File: src/rtl/esfa_alloc_sequencer.sv
// -----------------------------------------------------------------------------
// esfa_alloc_sequencer
//   Allocates a new array handle onto the ESFA cell bank. Each accepted request
//   broadcasts MARK_AVAIL to every cell and snapshots the per-cell free flags.
//   It then scans round-robin, one cell per cycle, from the cell after the last
//   allocation. A one-hot WRITE goes to the first free cell, and the chosen
//   index (or "bank full") is returned on the response port.
//
// Ports
//   clk, rst_n          clock (rising edge), asynchronous active-low reset
//   req_valid/ready     request handshake, req_handle = handle to allocate
//   cell_free           per-cell free flags, sampled only in the broadcast cycle
//   op_code/op_handle   cell bus: 00 NOP, 01 MARK_AVAIL, 10 WRITE
//   wr_sel              one-hot write select, non-zero only with WRITE
//   busy                high whenever the sequencer is not idle
//   rsp_valid/ready     response handshake, rsp_ok / rsp_idx = result
// -----------------------------------------------------------------------------
module esfa_alloc_sequencer #(
    parameter  int NUM_CELLS = 8,
    parameter  int DATA_W    = 8,
    localparam int IDX_W     = $clog2(NUM_CELLS)
) (
    input  logic                 clk,
    input  logic                 rst_n,
    input  logic                 req_valid,
    output logic                 req_ready,
    input  logic [DATA_W-1:0]    req_handle,
    input  logic [NUM_CELLS-1:0] cell_free,
    output logic [1:0]           op_code,
    output logic [DATA_W-1:0]    op_handle,
    output logic [NUM_CELLS-1:0] wr_sel,
    output logic                 busy,
    output logic                 rsp_valid,
    input  logic                 rsp_ready,
    output logic                 rsp_ok,
    output logic [IDX_W-1:0]     rsp_idx
);

    localparam logic [IDX_W-1:0] LAST_IDX  = IDX_W'(NUM_CELLS - 1);
    localparam logic [1:0]       OP_NOP    = 2'b00;
    localparam logic [1:0]       OP_MARK   = 2'b01;
    localparam logic [1:0]       OP_WRITE  = 2'b10;

    typedef enum logic [2:0] {
        ST_IDLE   = 3'd0,
        ST_BCAST  = 3'd1,
        ST_SCAN   = 3'd2,
        ST_COMMIT = 3'd3,
        ST_RESP   = 3'd4
    } state_t;

    state_t                 state_r;
    state_t                 state_nxt_s;
    logic [DATA_W-1:0]      hdl_q;
    logic [NUM_CELLS-1:0]   avail_q;
    logic [IDX_W-1:0]       ptr_r;
    logic [IDX_W-1:0]       cnt_r;
    logic [IDX_W-1:0]       hit_q;
    logic [IDX_W-1:0]       start_ptr_r;

    logic [1:0]             op_code_r;
    logic [DATA_W-1:0]      op_handle_r;
    logic [NUM_CELLS-1:0]   wr_sel_r;
    logic                   busy_r;
    logic                   rsp_valid_r;
    logic                   rsp_ok_r;
    logic [IDX_W-1:0]       rsp_idx_r;
    logic                   req_ready_r;

    // Cell index successor with wrap; NUM_CELLS need not be a power of two.
    function automatic logic [IDX_W-1:0] next_idx(input logic [IDX_W-1:0] idx);
        next_idx = (idx == LAST_IDX) ? {IDX_W{1'b0}} : idx + IDX_W'(1);
    endfunction

    // One-hot decode of a cell index.
    function automatic logic [NUM_CELLS-1:0] onehot_sel(input logic [IDX_W-1:0] idx);
        onehot_sel = {{(NUM_CELLS-1){1'b0}}, 1'b1} << idx;
    endfunction

    // State register.
    always_ff @(posedge clk or negedge rst_n) begin
        if (!rst_n) begin
            state_r <= ST_IDLE;
        end else begin
            state_r <= state_nxt_s;
        end
    end

    // Next-state decode.
    always_comb begin
        state_nxt_s = state_r;
        case (state_r)
            ST_IDLE: begin
                if (req_valid) begin
                    state_nxt_s = ST_BCAST;
                end else begin
                    state_nxt_s = ST_IDLE;
                end
            end
            ST_BCAST:  state_nxt_s = ST_SCAN;
            ST_SCAN: begin
                if (avail_q[ptr_r]) begin
                    state_nxt_s = ST_COMMIT;
                end else if (cnt_r == LAST_IDX) begin
                    state_nxt_s = ST_RESP;
                end else begin
                    state_nxt_s = ST_SCAN;
                end
            end
            ST_COMMIT: state_nxt_s = ST_RESP;
            ST_RESP: begin
                if (rsp_ready) begin
                    state_nxt_s = ST_IDLE;
                end else begin
                    state_nxt_s = ST_RESP;
                end
            end
            default:   state_nxt_s = ST_IDLE;
        endcase
    end

    // Datapath: handle latch, free-flag snapshot, scan pointer and result.
    always_ff @(posedge clk or negedge rst_n) begin
        if (!rst_n) begin
            hdl_q       <= {DATA_W{1'b0}};
            avail_q     <= {NUM_CELLS{1'b0}};
            ptr_r       <= {IDX_W{1'b0}};
            cnt_r       <= {IDX_W{1'b0}};
            hit_q       <= {IDX_W{1'b0}};
            start_ptr_r <= {IDX_W{1'b0}};
            rsp_ok_r    <= 1'b0;
            rsp_idx_r   <= {IDX_W{1'b0}};
        end else begin
            case (state_r)
                ST_IDLE: begin
                    if (req_valid) begin
                        hdl_q <= req_handle;
                    end
                end
                ST_BCAST: begin
                    avail_q <= cell_free;
                    ptr_r   <= start_ptr_r;
                    cnt_r   <= {IDX_W{1'b0}};
                end
                ST_SCAN: begin
                    if (avail_q[ptr_r]) begin
                        hit_q <= ptr_r;
                    end else if (cnt_r == LAST_IDX) begin
                        rsp_ok_r  <= 1'b0;
                        rsp_idx_r <= {IDX_W{1'b0}};
                    end else begin
                        ptr_r <= next_idx(ptr_r);
                        cnt_r <= cnt_r + IDX_W'(1);
                    end
                end
                ST_COMMIT: begin
                    start_ptr_r <= next_idx(hit_q);
                    rsp_ok_r    <= 1'b1;
                    rsp_idx_r   <= hit_q;
                end
                default: begin
                end
            endcase
        end
    end

    // Bus and handshake outputs, registered from the state being entered so
    // they line up with the state and never see a combinational input path.
    always_ff @(posedge clk or negedge rst_n) begin
        if (!rst_n) begin
            op_code_r   <= OP_NOP;
            op_handle_r <= {DATA_W{1'b0}};
            wr_sel_r    <= {NUM_CELLS{1'b0}};
            busy_r      <= 1'b0;
            rsp_valid_r <= 1'b0;
            req_ready_r <= 1'b1;
        end else begin
            busy_r      <= (state_nxt_s != ST_IDLE);
            rsp_valid_r <= (state_nxt_s == ST_RESP);
            req_ready_r <= (state_nxt_s == ST_IDLE);
            if (state_nxt_s == ST_BCAST) begin
                // Entering BCAST only happens from IDLE, where hdl_q is not yet loaded.
                op_code_r   <= OP_MARK;
                op_handle_r <= req_handle;
                wr_sel_r    <= {NUM_CELLS{1'b0}};
            end else if (state_nxt_s == ST_COMMIT) begin
                // COMMIT is entered from SCAN on a hit at ptr_r.
                op_code_r   <= OP_WRITE;
                op_handle_r <= hdl_q;
                wr_sel_r    <= onehot_sel(ptr_r);
            end else begin
                op_code_r   <= OP_NOP;
                op_handle_r <= {DATA_W{1'b0}};
                wr_sel_r    <= {NUM_CELLS{1'b0}};
            end
        end
    end

    assign req_ready = req_ready_r;
    assign op_code   = op_code_r;
    assign op_handle = op_handle_r;
    assign wr_sel    = wr_sel_r;
    assign busy      = busy_r;
    assign rsp_valid = rsp_valid_r;
    assign rsp_ok    = rsp_ok_r;
    assign rsp_idx   = rsp_idx_r;

endmodule
File: config.mk
export PLATFORM = sky130hd
export DESIGN_NAME = esfa_alloc_sequencer
export DESIGN_NICKNAME = d
export VERILOG_FILES = /design/src/rtl/esfa_alloc_sequencer.sv
export SDC_FILE = /design/constraint.sdc
export NUM_CORES = 1
export LEC_CHECK = 0
export CAP_MARGIN = 15
export CELL_PAD_IN_SITES_DETAIL_PLACEMENT = 2
export CELL_PAD_IN_SITES_GLOBAL_PLACEMENT = 2
export CORE_MARGIN = 10
export CORE_UTILIZATION = 35
export CTS_CLUSTER_DIAMETER = 150
export DETAILED_ROUTE_END_ITERATION = 12
export PLACE_DENSITY = 0.89
export SETUP_SLACK_MARGIN = 0.1
export SYNTH_ARGS = -nofsm -noshare
export SYNTH_HDL_FRONTEND = slang
export SYNTH_SLANG_ARGS = --single-unit
File: constraint.sdc
create_clock -name clk -period 2.2 [get_ports clk]
set_input_delay 0.33 -clock clk [delete_from_list [all_inputs] [get_ports clk]]
set_output_delay 0.33 -clock clk [all_outputs]
set_load 0.05 [all_outputs]
==> results of run 1 <==
==> kinds of logic (layout without fill, tap and decap cells) <==
group	after synthesis	in the layout	synth area share
flip-flops	56	56	0.5714
AND/OR/NAND/NOR	44	44	0.1177
AO/OA/AOI/OAI	37	37	0.1162
multiplexers	24	24	0.1075
buffers and inverters	19	71	0.03619
adder cells (fa/ha/maj)	10	10	0.05097
==> through the flow <==
stage	util	TNS [ps]	cells
after floorplan	-	0	190
after global placement	0.4455	0	330
after detailed placement	0.4455	-10.58	330
after CTS	0.4595	0	338
after global routing	0.4606	0	338
final	0.4606	0	338
==> worst min-delay path by stage <==
stage,startpoint,to,slack (ps)
final,hdl_q[3]$_DFFE_PN0P_,op_handle[3]$_DFF_PN0_,510
after global routing,hdl_q[1]$_DFFE_PN0P_,op_handle[1]$_DFF_PN0_,540
after CTS,hdl_q[3]$_DFFE_PN0P_,op_handle[3]$_DFF_PN0_,520
after detailed placement,rst_n,hdl_q[0]$_DFFE_PN0P_,340
after global placement,rst_n,hdl_q[1]$_DFFE_PN0P_,330
after floorplan,rst_n,avail_q[0]$_DFFE_PN0N_,30
==> layout make-up <==
cell class,count,share of cell area
clock inverter,1,0.001599
sequential,56,0.4486
clock buffer,6,0.02319
timing repair buffer,54,0.1639
multi-input combinational,115,0.3123
tap,96,0.03838
inverter,10,0.01200
==> power by group <==
group          switching [mW]  internal [mW]
clock network           0.319          0.218
registers               0.304           1.44
logic                    1.35          0.956
total                    1.98           2.61
==> state kept, by name, summed over array words and instances (netlist names), 2 cells and up <==
register	count
hit_q	3
rsp_idx	3
avail_q	8
op_handle	8
start_ptr_r	3
cnt_r	3
ptr_r	3
wr_sel	8
op_code	2
state_r	3
hdl_q	8
==> worst register-to-register path: cells and delay by family, from the launching register on <==
kind                   cells  cell delay [ps]
AND/OR/NAND/NOR            2              650
AO/OA/AOI/OAI              2              460
buffers and inverters      1              270
flip-flops                 1              500
==> layout by cell type (no fill, tap or decap), drive strengths merged, types with 2 or more instances in the layout <==
| cell type | instances |
|---|---|
| a2111oi | 2 |
| a211o | 3 |
| a22o | 10 |
| a22oi | 7 |
| a32o | 3 |
| and2 | 4 |
| and3 | 6 |
| buf | 10 |
| clkbuf | 6 |
| clkdlybuf4s50 | 43 |
| dfrtp | 55 |
| ha | 10 |
| inv | 10 |
| mux2 | 19 |
| mux2i | 5 |
| nand2 | 9 |
| nand2b | 5 |
| nor2 | 5 |
| nor2b | 3 |
| nor3 | 2 |
| nor4b | 3 |
| o21ai | 5 |
| o22ai | 2 |
| or2 | 2 |
| or3 | 3 |
==> repair_timing <==
item / in CTS / in global routing
hold buffers: 1 / 0
cloned: 0 / 0
endpoints found under the hold margin: 12 / 0
gates resized for setup: 2 / 4
endpoints found under the setup margin: 1 / 10
pin swaps: 0 / 0
==> metal layers <==
layer	up-vias	share of wire	track usage
li1	782	-	-
met1	879	0.39	0.1186
met2	44	0.55	0.2189
met3	7	0.052	0.03346
met4	0	0.0085	0.02684
met5	-	0	0
==> impl_metrics.yaml, run 1 <==
yosys:
  synth.avg_cell_area_um2: 12.92
  synth-seq-area-share: 0.5714
  synthArstFlopShare: 1.000
  synth_top_area_share: 0.5607
  yosys_register_bits: 56
  ys.flop_type: "dfrtp_1"
  synthTopCellsByCount: "dfrtp_1 (55), mux2_2 (16), a22o_1 (10), ha_1 (10), inv_1 (10)"
  yosysTopAreaCell: "dfrtp_1"
  synth_edf_count: 0
  syn_nets: 220
  synth_cell_types: 38
  yosys_warnings: 0
  synthCells: 190
  synth.most_common_cell: "dfrtp_1"
  synthTopCellsByArea: "dfrtp_1 (56%), mux2_2 (7.3%), ha_1 (5.1%)"
  syn-cell-area_um2: 2455
detailed_routing:
  drt-wirelength-per-cell_um: 18.43
  drtAntennaViolNets: 0
  drt_first_pass_iters: 4
  vias: 1712
  drt-total-wl_um: 6229
  vias_per_cell: 5.065
  drc: 0
  drtIter0Drc: 52
pwr:
  pwr_density_cell_nw_per_um2: 1466
  fin_total_pwr_mw: 4.586
  vdd_ir_drop_max_uv: 665.3
  leakagePower_nw: 1.433
cts:
  clock_latency_ps: 310
  clock_sinks: 56
  postCtsSetupBuffers: 0
  cts_root_buf: "clkbuf_8"
  cts_buffers: 5
  cts_tree: "built"
  clk_path_buf_depth: 2
  h-tree-depth: 2
  clkTransAtPathRegs_ps: 90
flow_run:
  cap_violations: 0
setup_path:
  crit_path_start: "req_ready$_DFF_PN1_"
  slowest_delay_ps: 800
  crit_slowest_cell: "clkdlybuf4s50_1"
  r2r_setup_slack_ps: 260
  arrival_ps: 1630
  crit_path_end_kind: "output pin"
  cp.required_ps: 1870
  path_buf_inv: 1
  crit_family: "buffers and inverters"
  crit_type: "reg2out"
  path_depth: 1
  reg2reg_depth: 5
  start_kind: "register"
  r2r-start: "ptr_r[1]$_DFFE_PN0P_"
  r2r_end: "op_handle[7]$_DFF_PN0_"
  critPathMaxFanout: 1
  endpoint: "req_ready"
  path_cells: "clkdlybuf4s50_1"
finish:
  finalInstanceArea_um2: 3129
  area_growth_pct: 27.47
  diodes: 0
  nNetsFinal: 272
  multi_input_area_um2: 977.2
  regArea_um2: 1404
  drive_above_1_share: 0.1694
  fillerInstances: 670
sta:
  finalCriticalPeriod_ps: 1963
  report.final.hold_viol_count: 0
  holdWs_ps: 514.3
  setup_viol: 0
  fin_ws_ps: 236.8
  tightest_slew_ps: 550.2
  final_max_slew_viol_count: 0
  post-route-period-util: 0.8924
  fin_skew_ps: 8.491
  relSlewSlack: 0.6280
  max_freq_mhz: 509.4
  rsz0062_at_grt: "no"
placement:
  place_area_um2: 3027
  place_hpwl_um: 4906
  portBuffers: 44
  pre_cts_ws_ps: -10.58
  gp_congestion: 0.7354
global_routing:
  grt_pass1_wl_um: 10150
  grtUsageTotal: 0.1145
  grt_max_degree: 25
  grt_pass1_vias: 1965
  antenna_found_initial: 0
  grt-ovfl-total: 0
outcome:
  status: "finished, final reports clean"
floorplanning:
  die_w_um: 103.8
  core_area_um2: 6794
  initial_core_util: 0.3613
  boundaryPins: 45
  die_y_um: 103.8
  rows: 30
  die_area_um2: 10760
hold_path:
  hold_class: "reg2reg"
  holdPathStages: 1
Note: power is estimated with default switching activity, not from simulation.
==> run 2, diff against run 1 <==
- GPL_ROUTABILITY_DRIVEN: unset -> 0
==> results of run 2 <==
Same layout as run 1: the final DEF is identical, and so are final timing and power.
